## src/rtl/stream_demux2.sv

```systemverilog
// Two-way stream demultiplexer: each input beat is routed by in_sel into one of
// two independent 2-entry FIFOs, each with its own delivered-beat counter.
module stream_demux2 #(
  parameter int WIDTH = 32,
  parameter int CNTW  = 16
) (
  input  logic             clk,
  input  logic             reset,
  input  logic [WIDTH-1:0] in_data,
  input  logic             in_sel,
  input  logic             in_valid,
  output logic             in_ready,
  output logic [WIDTH-1:0] out0_data,
  output logic             out0_valid,
  input  logic             out0_ready,
  output logic [WIDTH-1:0] out1_data,
  output logic             out1_valid,
  input  logic             out1_ready,
  output logic [CNTW-1:0]  cnt0,
  output logic [CNTW-1:0]  cnt1
);

  logic [WIDTH-1:0] mem [2][2];
  logic [1:0]       occ [2];
  logic [CNTW-1:0]  cnt [2];
  logic [1:0]       rd_ptr;
  logic [1:0]       wr_ptr;
  logic [1:0]       push;
  logic [1:0]       pop;

  // Acceptance looks only at the selected FIFO's occupancy, never at downstream ready.
  assign in_ready = !reset && (occ[in_sel] < 2'd2);

  assign out0_valid = (occ[0] != 2'd0);
  assign out1_valid = (occ[1] != 2'd0);
  assign out0_data  = mem[0][rd_ptr[0]];
  assign out1_data  = mem[1][rd_ptr[1]];
  assign cnt0       = cnt[0];
  assign cnt1       = cnt[1];

  always_comb begin
    push         = '0;
    push[in_sel] = in_valid && in_ready;
    pop          = '0;
    pop[0]       = out0_valid && out0_ready;
    pop[1]       = out1_valid && out1_ready;
  end

  always_ff @(posedge clk) begin
    if (reset) begin
      rd_ptr <= '0;
      wr_ptr <= '0;
      for (int k = 0; k < 2; k++) begin
        occ[k]    <= '0;
        cnt[k]    <= '0;
        mem[k][0] <= '0;
        mem[k][1] <= '0;
      end
    end else begin
      for (int k = 0; k < 2; k++) begin
        if (push[k]) begin
          mem[k][wr_ptr[k]] <= in_data;
          wr_ptr[k]         <= ~wr_ptr[k];
        end
        if (pop[k]) begin
          rd_ptr[k] <= ~rd_ptr[k];
          cnt[k]    <= cnt[k] + CNTW'(1);
        end
        // Simultaneous push and pop cancel out, leaving occupancy unchanged.
        occ[k] <= occ[k] + {1'b0, push[k]} - {1'b0, pop[k]};
      end
    end
  end

endmodule

```

## config.mk

```make
export PLATFORM = sky130hd
export DESIGN_NAME = stream_demux2
export DESIGN_NICKNAME = d
export VERILOG_FILES = /design/src/rtl/stream_demux2.sv
export SDC_FILE = /design/constraint.sdc
export NUM_CORES = 1
export LEC_CHECK = 0
export BUFFER_PORTS_ARGS = -buffer_cell sky130_fd_sc_hd__buf_4
export CAP_MARGIN = 5
export CORE_UTILIZATION = 62
export CTS_BUF_LIST = sky130_fd_sc_hd__clkbuf_4
export DETAILED_ROUTE_END_ITERATION = 12
export GPL_ROUTABILITY_DRIVEN = 1
export HOLD_SLACK_MARGIN = 0.12
export PLACE_DENSITY_LB_ADDON = 0.05
export SYNTH_ARGS = -nofsm -noshare
export SYNTH_HDL_FRONTEND = slang
export SYNTH_SLANG_ARGS = --single-unit
```

## constraint.sdc

```tcl
create_clock -name clk -period 4.5 [get_ports clk]
set_input_delay 0.45 -clock clk [delete_from_list [all_inputs] [get_ports clk]]
set_output_delay 0.45 -clock clk [all_outputs]
set_load 0.03 [all_outputs]
```

== After elaboration in Yosys (flattened, before gate mapping) ==
Memory sizes are Yosys's and may differ from the RTL's.
Index checks and enable logic that the tools add are counted.

* Bits in read-only memories: 0
* Word-level logic and storage cells: 332
* Register bits after elaboration: 4
* Bits in latches: 0
* RAM bits: 164
* Memories: 3

{| class="wikitable"
|+ Memories
! name !! depth !! width !! rd ports !! clocked after Yosys merged registers in !! write ports !! RTL line !! text
|-
| mem || 2 || 64 || 2 || 0 || 2 || 23 || <nowiki>logic [WIDTH-1:0] mem [2][2];</nowiki>
|-
| cnt || 2 || 16 || 2 || 0 || 2 || 25 || <nowiki>logic [CNTW-1:0] cnt [2];</nowiki>
|-
| occ || 2 || 2 || 3 || 0 || 2 || 24 || <nowiki>logic [1:0] occ [2];</nowiki>
|}

* Multiplexer cells: 159
* Magnitude comparators: 9
* Eq/ne operators: 0
* Reductions and logical operators: 10
* Multipliers: 0
* Shift operators: 0
* Divide/modulo/power cells: 0
* Add/sub/neg operators: 6
* Bitwise operators: 141

{| class="wikitable"
|+ Operator list
! cell !! count
|-
| $mux 32 || 8
|-
| $mux 1 || 142
|-
| $or 1x1->1 || 132
|-
| $mux 64 || 2
|-
| $demux 32 s1 || 2
|-
| $add 16x1->16 const B || 2
|-
| $mux 16 || 2
|-
| $ge 2x2->1 const B || 4
|-
| $not 1->2 || 4
|-
| $logic_and 1x1->1 || 7
|-
| $add 2x1->2 || 2
|-
| $lt 2x1->1 const B || 2
|-
| $mux 2 || 2
|-
| $not 1->1 || 4
|-
| $reduce_bool 2->1 || 2
|-
| $sub 2x1->2 || 2
|-
| $and 2x2->2 || 1
|-
| $lt 1x2->1 const B || 1
|-
| $lt 2x2->1 const B || 1
|-
| $demux 1 s1 || 1
|-
| $ge 1x1->1 const B || 1
|-
| $logic_not 1->1 || 1
|}

== Longest topological paths before layout ==
* Depth after elaboration: 9
* Depth in mapped cells: 8
* Depth with buffers taken out: 8

== Least setup slack after synthesis ==
Ideal clock, no wire load.

* Kind: in2out
* Start point: input reset
* End point: output in_ready
* Data arrival time: 1.637 ns
* Required time: 4.050 ns
* Stages on the path: 3
* Path buffers: 2
* Slack: 2.413 ns
* Cell sequence: clkbuf_1 > clkbuf_1 > a211oi_1

* Word-level cells in the longest chain between the ends: 2

{| class="wikitable"
|+ Ends and longest elaborated chain
! item !! RTL line !! text
|-
| start: declaration || 8 || <nowiki>input logic reset,</nowiki>
|-
| $logic_not 1->1 || 32 || <nowiki>assign in_ready = !reset && (occ[in_sel] < 2'd2);</nowiki>
|-
| $logic_and 1x1->1 || 32 ||
|-
| end: declaration || 12 || <nowiki>output logic in_ready,</nowiki>
|}

Every way passes these cells.

== Final worst setup path ==
* Start point: register rd_ptr[1]
* End point: output out1_data[21]

* Word-level cells in the longest chain between the ends: 4

{| class="wikitable"
|+ Ends and longest elaborated chain
! item !! RTL line !! text
|-
| start: declaration || 26 || <nowiki>logic [1:0] rd_ptr;</nowiki>
|-
| start signal: indexed assignment || 66 || <nowiki>rd_ptr[k] <= ~rd_ptr[k];</nowiki>
|-
| $not 1->2 (implied by the code) || 37 || <nowiki>assign out1_data = mem[1][rd_ptr[1]];</nowiki>
|-
| $mux 32 (implied by the code) (3 in a row) || 37 ||
|-
| end: declaration || 16 || <nowiki>output logic [WIDTH-1:0] out1_data,</nowiki>
|}

Every way passes these cells. The select of a mux whose other input is x is not followed.

==> key figures <==
Layout
  • Layout net count: 721
  • Layout cells sized above 1: 36.03%
  • Synth-to-layout area growth: 19.82%
  • ANT cells: 0
  • Layout Cells excl Fill: 834

Drt
  • Post-route ant nets: 0
  • Metal-1 WL: 6246 um
  • DR WL met3: 935 um
  • Routed vias: 4,684
  • Via-to-Cell Ratio: 5.616
  • Wire per inst: 18.07 um
  • DRT Wirelength: 15,070 um
  • Detail Route met2 WL: 7692 um
  • Pre-antenna DRT Iters: 4
  • # DRC: 0
  • 1st-iter DRT viols: 428
  • Top layer in use: met4

Timing
  • Aggregate negative setup slack: 0 ns
  • Worst slew pin tran: 0.9950 ns
  • Final slew viol count: 0
  • Unrepaired setup endpoints after global routing: false
  • Setup-violating endpoint count in the final report: 0
  • Rel. slew slack: 33.67%
  • Final Hold Viols: 0
  • Setup Skew: 0.01435 ns
  • F_max: 389.4 MHz
  • Fin crit share: 57.07%
  • Final min period: 2.568 ns

Synthesis
  • Yosys cell types: 35
  • Post-synth EDFFs: 160
  • Cell taking the most area after synthesis: edfxtp_1
  • Commonest cells post-synth: edfxtp_1, and2_1, mux2_2
  • Syn. warnings: 0
  • Fraction of registers with async set/reset: 0%
  • Top post-synthesis cells by area: edfxtp_1, and2_1, mux2_2
  • Synthesized area: 0.007569 mm^2
  • Avg Inst Size Synth: 13.86 um^2
  • Flops & latches, synth: 168
  • Cell count after synthesis: 546
  • Synthesized net count: 588
  • Main synth FF type: edfxtp_1
  • Most common cell in the netlist: edfxtp_1
  • Seq/Total Area, Yosys: 65.60%
  • Synth top area share: 63.48%

Hold path
  • WHS Endpoint: mem[0][37]
  • Hold Startpoint: in_data[5]
  • Hold Path Cell Cnt: 2
  • Hold Crit Class: in2reg

Setup path
  • Worst r2r path cells: 4
  • Startpoint Class: flop
  • Crit path required time: 4.05 ns
  • Worst setup EP type: output pin
  • R2r startpoint: occ[1][1]
  • WP data arrival: 2.12 ns
  • Worst reg-to-reg setup slack: 2.16 ns
  • Worst R2R End: mem[1][1]
  • Worst Setup Path Type: reg2out
  • Worst-path fanout max: 33

Power and ir drop
  • Gate power share: 31.1%
  • Power Density: 516.3 mW/mm^2
  • Clock group share of total power: 22.6%
  • Sw frac: 33.96%
  • Maximum vdd drop: 0.0003215 V
  • Switching pwr: 1.590 mW
  • Sequential power share: 46.3%
  • Pint: 3.092 mW
  • Pleak: 3.576 nW

Run status
  • Outcome: completed

Placement
  • Buffers added on ports: 136
  • GPL Wtd Cong: 0.7918
  • Cell Count Post-Placement: 803
  • Dpl hpwl: 9542 um

Clock tree
  • Clk sinks: 168
  • H-tree levels: 4
  • Hold_buf cts: 0
  • Worst-path clk slew: 0.13 ns
  • Post-CTS sizing: 0
  • Post-CTS Setup Repair Bufs: 0
  • TritonCTS clock tree: done
  • Clock Latency Late Sink: 0.55 ns
  • CTS Buf Count: 17
  • Root Buffer: clkbuf_4
  • Clock buffer depth: 2

Die
  • Core Rows: 39
  • Core Region: 0.01166 mm^2
  • Die Y: 112.5 um
  • Die area: 0.01265 mm^2
  • Initial core utilization: 64.90%
  • Io pins: 137
  • Die width: 112.5 um

Run
  • Max_cap viols: 0

Global routing
  • First-pass GRT wire length: 23,820 um
  • Largest net degree at the start of global routing: 34
  • Vias in the first global route: 4,727
  • Total GRT Usage: 25.18%
  • Initial antenna violation count: 0
  • Grt ovf: 0
[final cells by class]
class                      instances  area (um^2)
clock buffer                      18        135.1
fill                             738         2594
sequential                       168         4967
timing repair buffer             140         1051
tap                              143        178.9
clock inverter                    13        227.7
multi-input combinational        343         2475
inverter                           9        33.78
[per-stage QoR]
step	total power, mW	setup WS (ns)	hold slack [ns]	area (um^2)	util (%)
after floorplan	3.104	2.413	0.4941	7569	-
after global placement	3.623	1.880	0.5380	8706	74.65
after detailed placement	3.656	1.805	0.5533	8706	74.65
after CTS	4.704	1.891	0.1580	9069	77.76
after global routing	4.863	1.782	0.1522	9069	77.76
final	4.682	1.932	0.1923	9069	77.76
[sequential cells by signal, indices dropped and copies added (netlist names)]
signal	count
rd_ptr	2
wr_ptr	2
occ	4
mem	128
cnt	32
[how the worst max path moves through the flow]
stage	end	from	slack (ns)	depth (start not counted)
finish	out1_data[21]	rd_ptr[1]	1.93	2
global route	out1_data[21]	rd_ptr[1]	1.78	2
CTS	out1_data[21]	rd_ptr[1]	1.89	2
detailed placement	mem[0][18]	in_sel	1.80	6
global placement	mem[0][16]	in_sel	1.88	6
floorplan	in_ready	reset	2.41	3
[per-layer routing]
layer  GRT usage [%]  vias up
met5               0        -
met4           9.244        0
met3           5.400       19
met2           42.86      158
met1           32.04     2318
li1                -     2189
[cells in the final DEF, fill, tap and decap left out, types with 7 or more instances in the layout]
cell      Yosys  routed
xor2_1       11      11
nor4_1        7       7
mux2_2       64      64
nand3_1       9       9
nor2_1       35      35
nand2_1      11      11
and2_1      130     130
or2_2         7       7
edfxtp_1    160     160
inv_1         9       9
buf_4         0     140
xnor2_1      21      21
nor3_1        8       7
clkbuf_4      0      18
[power groups by stage]
stage | combinational (mW) | sequential (mW) | clock (mW)
global placement | 1.44 | 2.19 | 0
finish | 1.45 | 2.17 | 1.06
global route | 1.53 | 2.20 | 1.13
CTS | 1.47 | 2.17 | 1.07
detailed placement | 1.45 | 2.20 | 0
floorplan | 0.883 | 2.22 | 0
[logic make-up (layout without fill, tap and decap cells)]
kind of cell             Yosys count  count (layout)  synth area share (%)
AND/OR/NAND/NOR                  230             230                 17.71
flip-flops                       168             168                 65.60
multiplexers                      64              64                 9.522
buffers and inverters             35             180                 1.835
XOR/XNOR                          32              32                 3.703
AO/OA/AOI/OAI                     13              13                0.9755
adder cells (fa/ha/maj)            4               4                0.6613
[critical path: stages (launching register included)]
cell	delay (ns)
dfxtp_2	0.96
mux2_2	0.44
buf_4	0.17
No activity file was read; power rests on OpenSTA's default activity.
